## src/rtl/bp_fe_queue_pair_tx.sv

```systemverilog
// rtl/bp_fe_queue_pair_tx.sv - frontend-to-backend skid buffer that issues fetch entries in program-ordered pairs
module bp_fe_queue_pair_tx #(
    parameter int fe_queue_width_p = 128,
    parameter int buf_els_p        = 4,
    parameter int hold_cycles_p    = 2
) (
    input  logic                        clk_i,
    input  logic                        reset_i,
    input  logic                        flush_i,
    input  logic [fe_queue_width_p-1:0] fe_queue_i,
    input  logic                        fe_queue_excp_i,
    input  logic                        fe_queue_v_i,
    output logic                        fe_queue_ready_o,
    output logic [fe_queue_width_p-1:0] fe_queue1_o,
    output logic [fe_queue_width_p-1:0] fe_queue2_o,
    output logic                        fe_queue_v1_o,
    output logic                        fe_queue_v2_o,
    input  logic                        fe_queue_ready_i
);

    localparam int IW = (buf_els_p < 2) ? 1 : $clog2(buf_els_p);
    localparam int PW = IW + 1;
    localparam int WW = (hold_cycles_p < 2) ? 1 : $clog2(hold_cycles_p + 1);
    localparam logic [PW-1:0] NUM      = PW'(buf_els_p);
    localparam logic [IW-1:0] LAST     = IW'(buf_els_p - 1);
    localparam logic [WW-1:0] HOLD_MAX = WW'(hold_cycles_p);

    typedef enum logic [1:0] {IDLE, HOLD, SEND} state_e;

    // Pointers are {wrap, index}; the index wraps modulo buf_els_p so non-power-of-two depths work.
    function automatic logic [PW-1:0] ptr_inc(input logic [PW-1:0] p);
        if (p[IW-1:0] == LAST) return {~p[PW-1], {IW{1'b0}}};
        return {p[PW-1], p[IW-1:0] + IW'(1)};
    endfunction

    function automatic logic [PW-1:0] count_of(input logic [PW-1:0] w, input logic [PW-1:0] r);
        if (w[PW-1] == r[PW-1]) return {1'b0, w[IW-1:0]} - {1'b0, r[IW-1:0]};
        return NUM + {1'b0, w[IW-1:0]} - {1'b0, r[IW-1:0]};
    endfunction

    logic [fe_queue_width_p-1:0] mem_q [buf_els_p];
    logic                        excp_q [buf_els_p];

    state_e        state_q, state_d;
    logic [PW-1:0] rptr_q, rptr_d, wptr_q, wptr_d;
    logic [WW-1:0] wait_q, wait_d;
    logic          lone_q, lone_d;

    logic [PW-1:0] count_r, count_d, rnext;
    logic          push, pop, pair_ok, head_excp_d;
    logic [IW-1:0] ridx_d;

    always_comb begin
        count_r          = count_of(wptr_q, rptr_q);
        rnext            = ptr_inc(rptr_q);
        fe_queue_ready_o = reset_i & ~flush_i & (count_r != NUM);
        push             = fe_queue_v_i & fe_queue_ready_o;
        // A lone entry already offered under backpressure stays lone until taken.
        pair_ok          = (count_r >= PW'(2)) & ~excp_q[rptr_q[IW-1:0]]
                           & ~excp_q[rnext[IW-1:0]] & ~lone_q;
        fe_queue_v1_o    = (state_q == SEND) & ~flush_i;
        fe_queue_v2_o    = fe_queue_v1_o & pair_ok;
        fe_queue1_o      = mem_q[rptr_q[IW-1:0]];
        fe_queue2_o      = mem_q[rnext[IW-1:0]];
        pop              = fe_queue_v1_o & fe_queue_ready_i;

        rptr_d = rptr_q;
        if (flush_i)            rptr_d = wptr_q;
        else if (pop)           rptr_d = fe_queue_v2_o ? ptr_inc(rnext) : rnext;
        wptr_d  = push ? ptr_inc(wptr_q) : wptr_q;
        count_d = count_of(wptr_d, rptr_d);

        wait_d = '0;
        if (!flush_i && !push && state_q == HOLD)
            wait_d = (wait_q == HOLD_MAX) ? wait_q : wait_q + WW'(1);

        lone_d = fe_queue_v1_o & ~fe_queue_v2_o & ~fe_queue_ready_i;

        ridx_d      = rptr_d[IW-1:0];
        head_excp_d = (push && wptr_q[IW-1:0] == ridx_d) ? fe_queue_excp_i : excp_q[ridx_d];

        state_d = SEND;
        if (fe_queue_v1_o && !fe_queue_ready_i)                          state_d = SEND;
        else if (count_d == '0)                                          state_d = IDLE;
        else if (count_d == PW'(1) && !head_excp_d && wait_d < HOLD_MAX) state_d = HOLD;
    end

    always_ff @(posedge clk_i or negedge reset_i) begin
        if (!reset_i) begin
            state_q <= IDLE;
            rptr_q  <= '0;
            wptr_q  <= '0;
            wait_q  <= '0;
            lone_q  <= 1'b0;
        end else begin
            state_q <= state_d;
            rptr_q  <= rptr_d;
            wptr_q  <= wptr_d;
            wait_q  <= wait_d;
            lone_q  <= lone_d;
        end
    end

    always_ff @(posedge clk_i) begin
        if (push) begin
            mem_q[wptr_q[IW-1:0]]  <= fe_queue_i;
            excp_q[wptr_q[IW-1:0]] <= fe_queue_excp_i;
        end
    end

endmodule

```

## config.mk

```make
export PLATFORM = sky130hd
export DESIGN_NAME = bp_fe_queue_pair_tx
export DESIGN_NICKNAME = d
export VERILOG_FILES = /design/src/rtl/bp_fe_queue_pair_tx.sv
export SDC_FILE = /design/constraint.sdc
export NUM_CORES = 1
export LEC_CHECK = 0
export ABC_AREA = 1
export BUFFER_PORTS_ARGS = -buffer_cell sky130_fd_sc_hd__buf_2
export CORE_UTILIZATION = 51
export DETAILED_ROUTE_END_ITERATION = 8
export MAX_ROUTING_LAYER = met4
export PLACE_DENSITY = 0.76
export SYNTH_ARGS = -nofsm -noshare
export SYNTH_HDL_FRONTEND = slang
export SYNTH_SLANG_ARGS = --single-unit
```

## constraint.sdc

```tcl
create_clock -name clk_i -period 7.5 [get_ports clk_i]
set_input_delay 0 -clock clk_i [delete_from_list [all_inputs] [get_ports clk_i]]
set_output_delay 0 -clock clk_i [all_outputs]
set_load 0.005 [all_outputs]
```

==> run_results.csv <==
group,metric,value,unit
worst_setup_path,cp-endpoint,"state_q[1]$_DFF_PN0_",
sta,whs,0.1474,ns
die,design.die.area,46860,sq um
logic_synthesis,synth-seq-cells,527,
worst_setup_path,critical_path_arrival,5.77,ns
clock_tree,clk_pin_slew_worst_paths,0.06,ns
worst_setup_path,cp_max_fo,225,
clock_tree,htreeDepth,2,
sta,fin_crit_sh,0.7045,
hold_path,hold_path_class,"input pin to flip-flop",
route,first_pass_iters,6,
placement,placed_area,25730,sq um
worst_setup_path,reg2reg_slack,2.22,ns
logic_synthesis,yosys_most_used_dff,"edfxtp_1",
clock_tree,cts_buffers,55,
sta,hold_violations,0,
clock_tree,clock_latency,0.61,ns
die,start_util,0.5169,
logic_synthesis,yosysWarningCount,0,
global_route,grt_usage,0.2770,
worst_setup_path,r2r_start,"rptr_q[0]$_DFF_PN0_",
outcome,status,"completed",
final_layout,stdcell_count,3221,
final_layout,final_area,28880,sq um
global_route,grt_pass1_vias,19260,
die,die_h,216.5,um
sta,tightest_slew,1.295,ns
worst_setup_path,rr_endpoint,"state_q[1]$_DFF_PN0_",
placement,gp_congestion,0.8834,
die,die_w,216.5,um
clock_tree,cts_sinks,527,
route,drc,0,
global_route,grt_start_max_net_pins,226,
placement,numPortBuffers,392,
logic_synthesis,synthDistinctLibCells,31,
global_route,antenna_found_initial,4,
clock_tree,cts_buffer_depth,3,
final_layout,area_growth,23.11,%
sta,finalClockSkew,0.02074,ns
clock_tree,clock-root-buffer,"clkbuf_16",
pwr,power_density,398.6,nW/um^2
final_layout,nets,2719,
sta,relSlewSlack,0.1366,
global_route,globalRoute.totalOverflow,0,
worst_setup_path,cp-end-kind,"flip-flop",
sta,finalMaxSlewViolations,0,
job,cap_violations,0,
placement,dp_hpwl,36520,um
logic_synthesis,syn_area,23460,sq um
route,drt_iter0_drc,1947,
final_layout,final_cell_mix,"nor2_1, edfxtp_1, o21ai_0",
sta,tns,0,ns
logic_synthesis,synthArstFlopShare,0.02087,
sta,setup_violations,0,
logic_synthesis,synth_seq_area_share,0.6723,
route,wl_per_cell,20.12,um
logic_synthesis,syn_nets,2285,
route,vias,19380,
worst_setup_path,critPathLaunchType,"flip-flop",
die,coreArea,45380,sq um
route,ant_nets,0,
route,viasPerCell,6.018,
logic_synthesis,synth_edf_count,516,
sta,period_needed,5.283,ns
pwr,leakage,10.31,nW
route,drt-total-wl,64800,um
sta,fmax,0.1893,GHz
global_route,grt_pass1_wl,99200,um
clock_tree,cts_tree,"yes",
worst_setup_path,required,7.99,ns
die,rows,78,
worst_setup_path,reg2reg_depth,22,
worst_setup_path,startpoint,"rptr_q[0]$_DFF_PN0_",
sta,rsz0062_at_grt,"no",
logic_synthesis,avgSynthCellArea,10.97,sq um
pwr,peakVddDrop,0.2848,mV
hold_path,hold_depth,2,
die,io-pin-count,393,
logic_synthesis,synthCells,2139,
placement,dp.cells,2981,
worst_setup_path,path_class,"flip-flop to flip-flop",
final_layout,drive_above_1_share,0.2037,
-- where the power goes --
part / total [W] / leakage (nW) / internal [W] / switching (W)
Clock: 0.00268 / 0.871 / 0.00158 / 0.00111
Combinational: 0.00521 / 4.64 / 0.00185 / 0.00336
Sequential: 0.00362 / 4.79 / 0.00345 / 0.000176
-- per-stage QoR --
stage | setup WS (ns) | util | total power [W]
final | 2.217 | 0.6363 | 0.01151
after global routing | 1.759 | 0.6363 | 0.01216
after CTS | 2.199 | 0.6361 | 0.01144
after detailed placement | 2.245 | 0.5670 | 0.008695
after global placement | 2.400 | 0.5670 | 0.008527
after floorplan | -0.1402 | - | 0.006582
-- final cells by class --
cell class	count	area, sq um
antenna	4	10.01
clock buffer	67	1443
clock inverter	34	344.1
fill	3322	16500
inverter	46	185.2
multi-input combinational	1396	6904
sequential	527	15780
tap	600	750.7
timing repair buffer	547	3463
-- metal layers --
layer,vias up,part of all wire,GRT usage
met2,1087,0.49,0.4497
li1,8753,-,-
met1,9359,0.38,0.3282
met3,185,0.090,0.05558
met5,-,0,-
met4,0,0.038,0.1430
-- cells in the mapped netlist, types with 5 or more instances --
cell / number / area, sq um
nand2_2: 8 / 50.05
clkbuf_1: 160 / 600.6
ha_1: 10 / 125.1
inv_1: 39 / 146.4
nand4_1: 5 / 31.28
nand3_1: 18 / 90.09
dfrtp_1: 11 / 275.3
inv_2: 7 / 26.28
nand3_2: 5 / 50.05
o21ai_0: 514 / 2572
buf_1: 8 / 30.03
edfxtp_1: 516 / 15490
o22ai_1: 256 / 1602
nand2_1: 37 / 138.9
nor2_1: 520 / 1952
-- cell families (layout without fill, tap and decap cells) --
group,count (synthesis),in the layout,synth area share
other,0,4,0
AOI/OAI and AO/OA,775,775,0.1794
and+or+nand+nor,605,605,0.1045
adders and majority gates,12,12,0.007041
buffers and inverters,216,694,0.03520
xor gates and xnor gates,4,4,0.001494
DFF,527,527,0.6723
-- flip-flops by register name (all words and copies together) (netlist names) --
register	cells
mem_q	512
excp_q	4
rptr_q	3
wptr_q	3
state_q	2
wait_q	2
lone_q	1
-- worst min path at each step --
stage	startpoint	end	slack, ns
5_1_grt	fe_queue_i[75]	mem_q[0][75]$_DFFE_PP_	0.13
2_1_floorplan	reset_i	lone_q$_DFF_PN0_	-0.30
3_3_place_gp	reset_i	lone_q$_DFF_PN0_	-0.10
6_report	fe_queue_i[75]	mem_q[0][75]$_DFFE_PP_	0.15
3_5_place_dp	reset_i	lone_q$_DFF_PN0_	-0.09
4_1_cts	fe_queue_i[63]	mem_q[1][63]$_DFFE_PP_	0.11
-- critical path, cell delays in order (launching register included) --
cell      delay (ns)
dfrtp_4         0.71
inv_8           0.79
ha_4            0.70
inv_4           0.44
nand3_1         0.23
nand2_2         0.10
nor2_8          0.13
nand3_4         0.09
nand2_1         0.10
nand3_2         0.09
nand2_4         0.09
nand2_2         0.06
inv_1           0.07
ha_1            0.14
inv_1           0.05
fa_1            0.44
nand3b_1        0.18
nand2_2         0.08
nand3_1         0.09
a21oi_1         0.22
nand3_2         0.10
nand2_1         0.06
inv_1           0.03
-- repair_timing --
| item | in CTS | in global routing |
|---|---|---|
| setup buffers | 0 | 0 |
| hold buffers | 135 | 0 |
| resized for setup | 0 | 0 |
| setup endpoints to repair | 0 | 0 |
| endpoints found under the hold margin | 535 | 0 |
No activity file was read; power rests on OpenSTA's default activity.
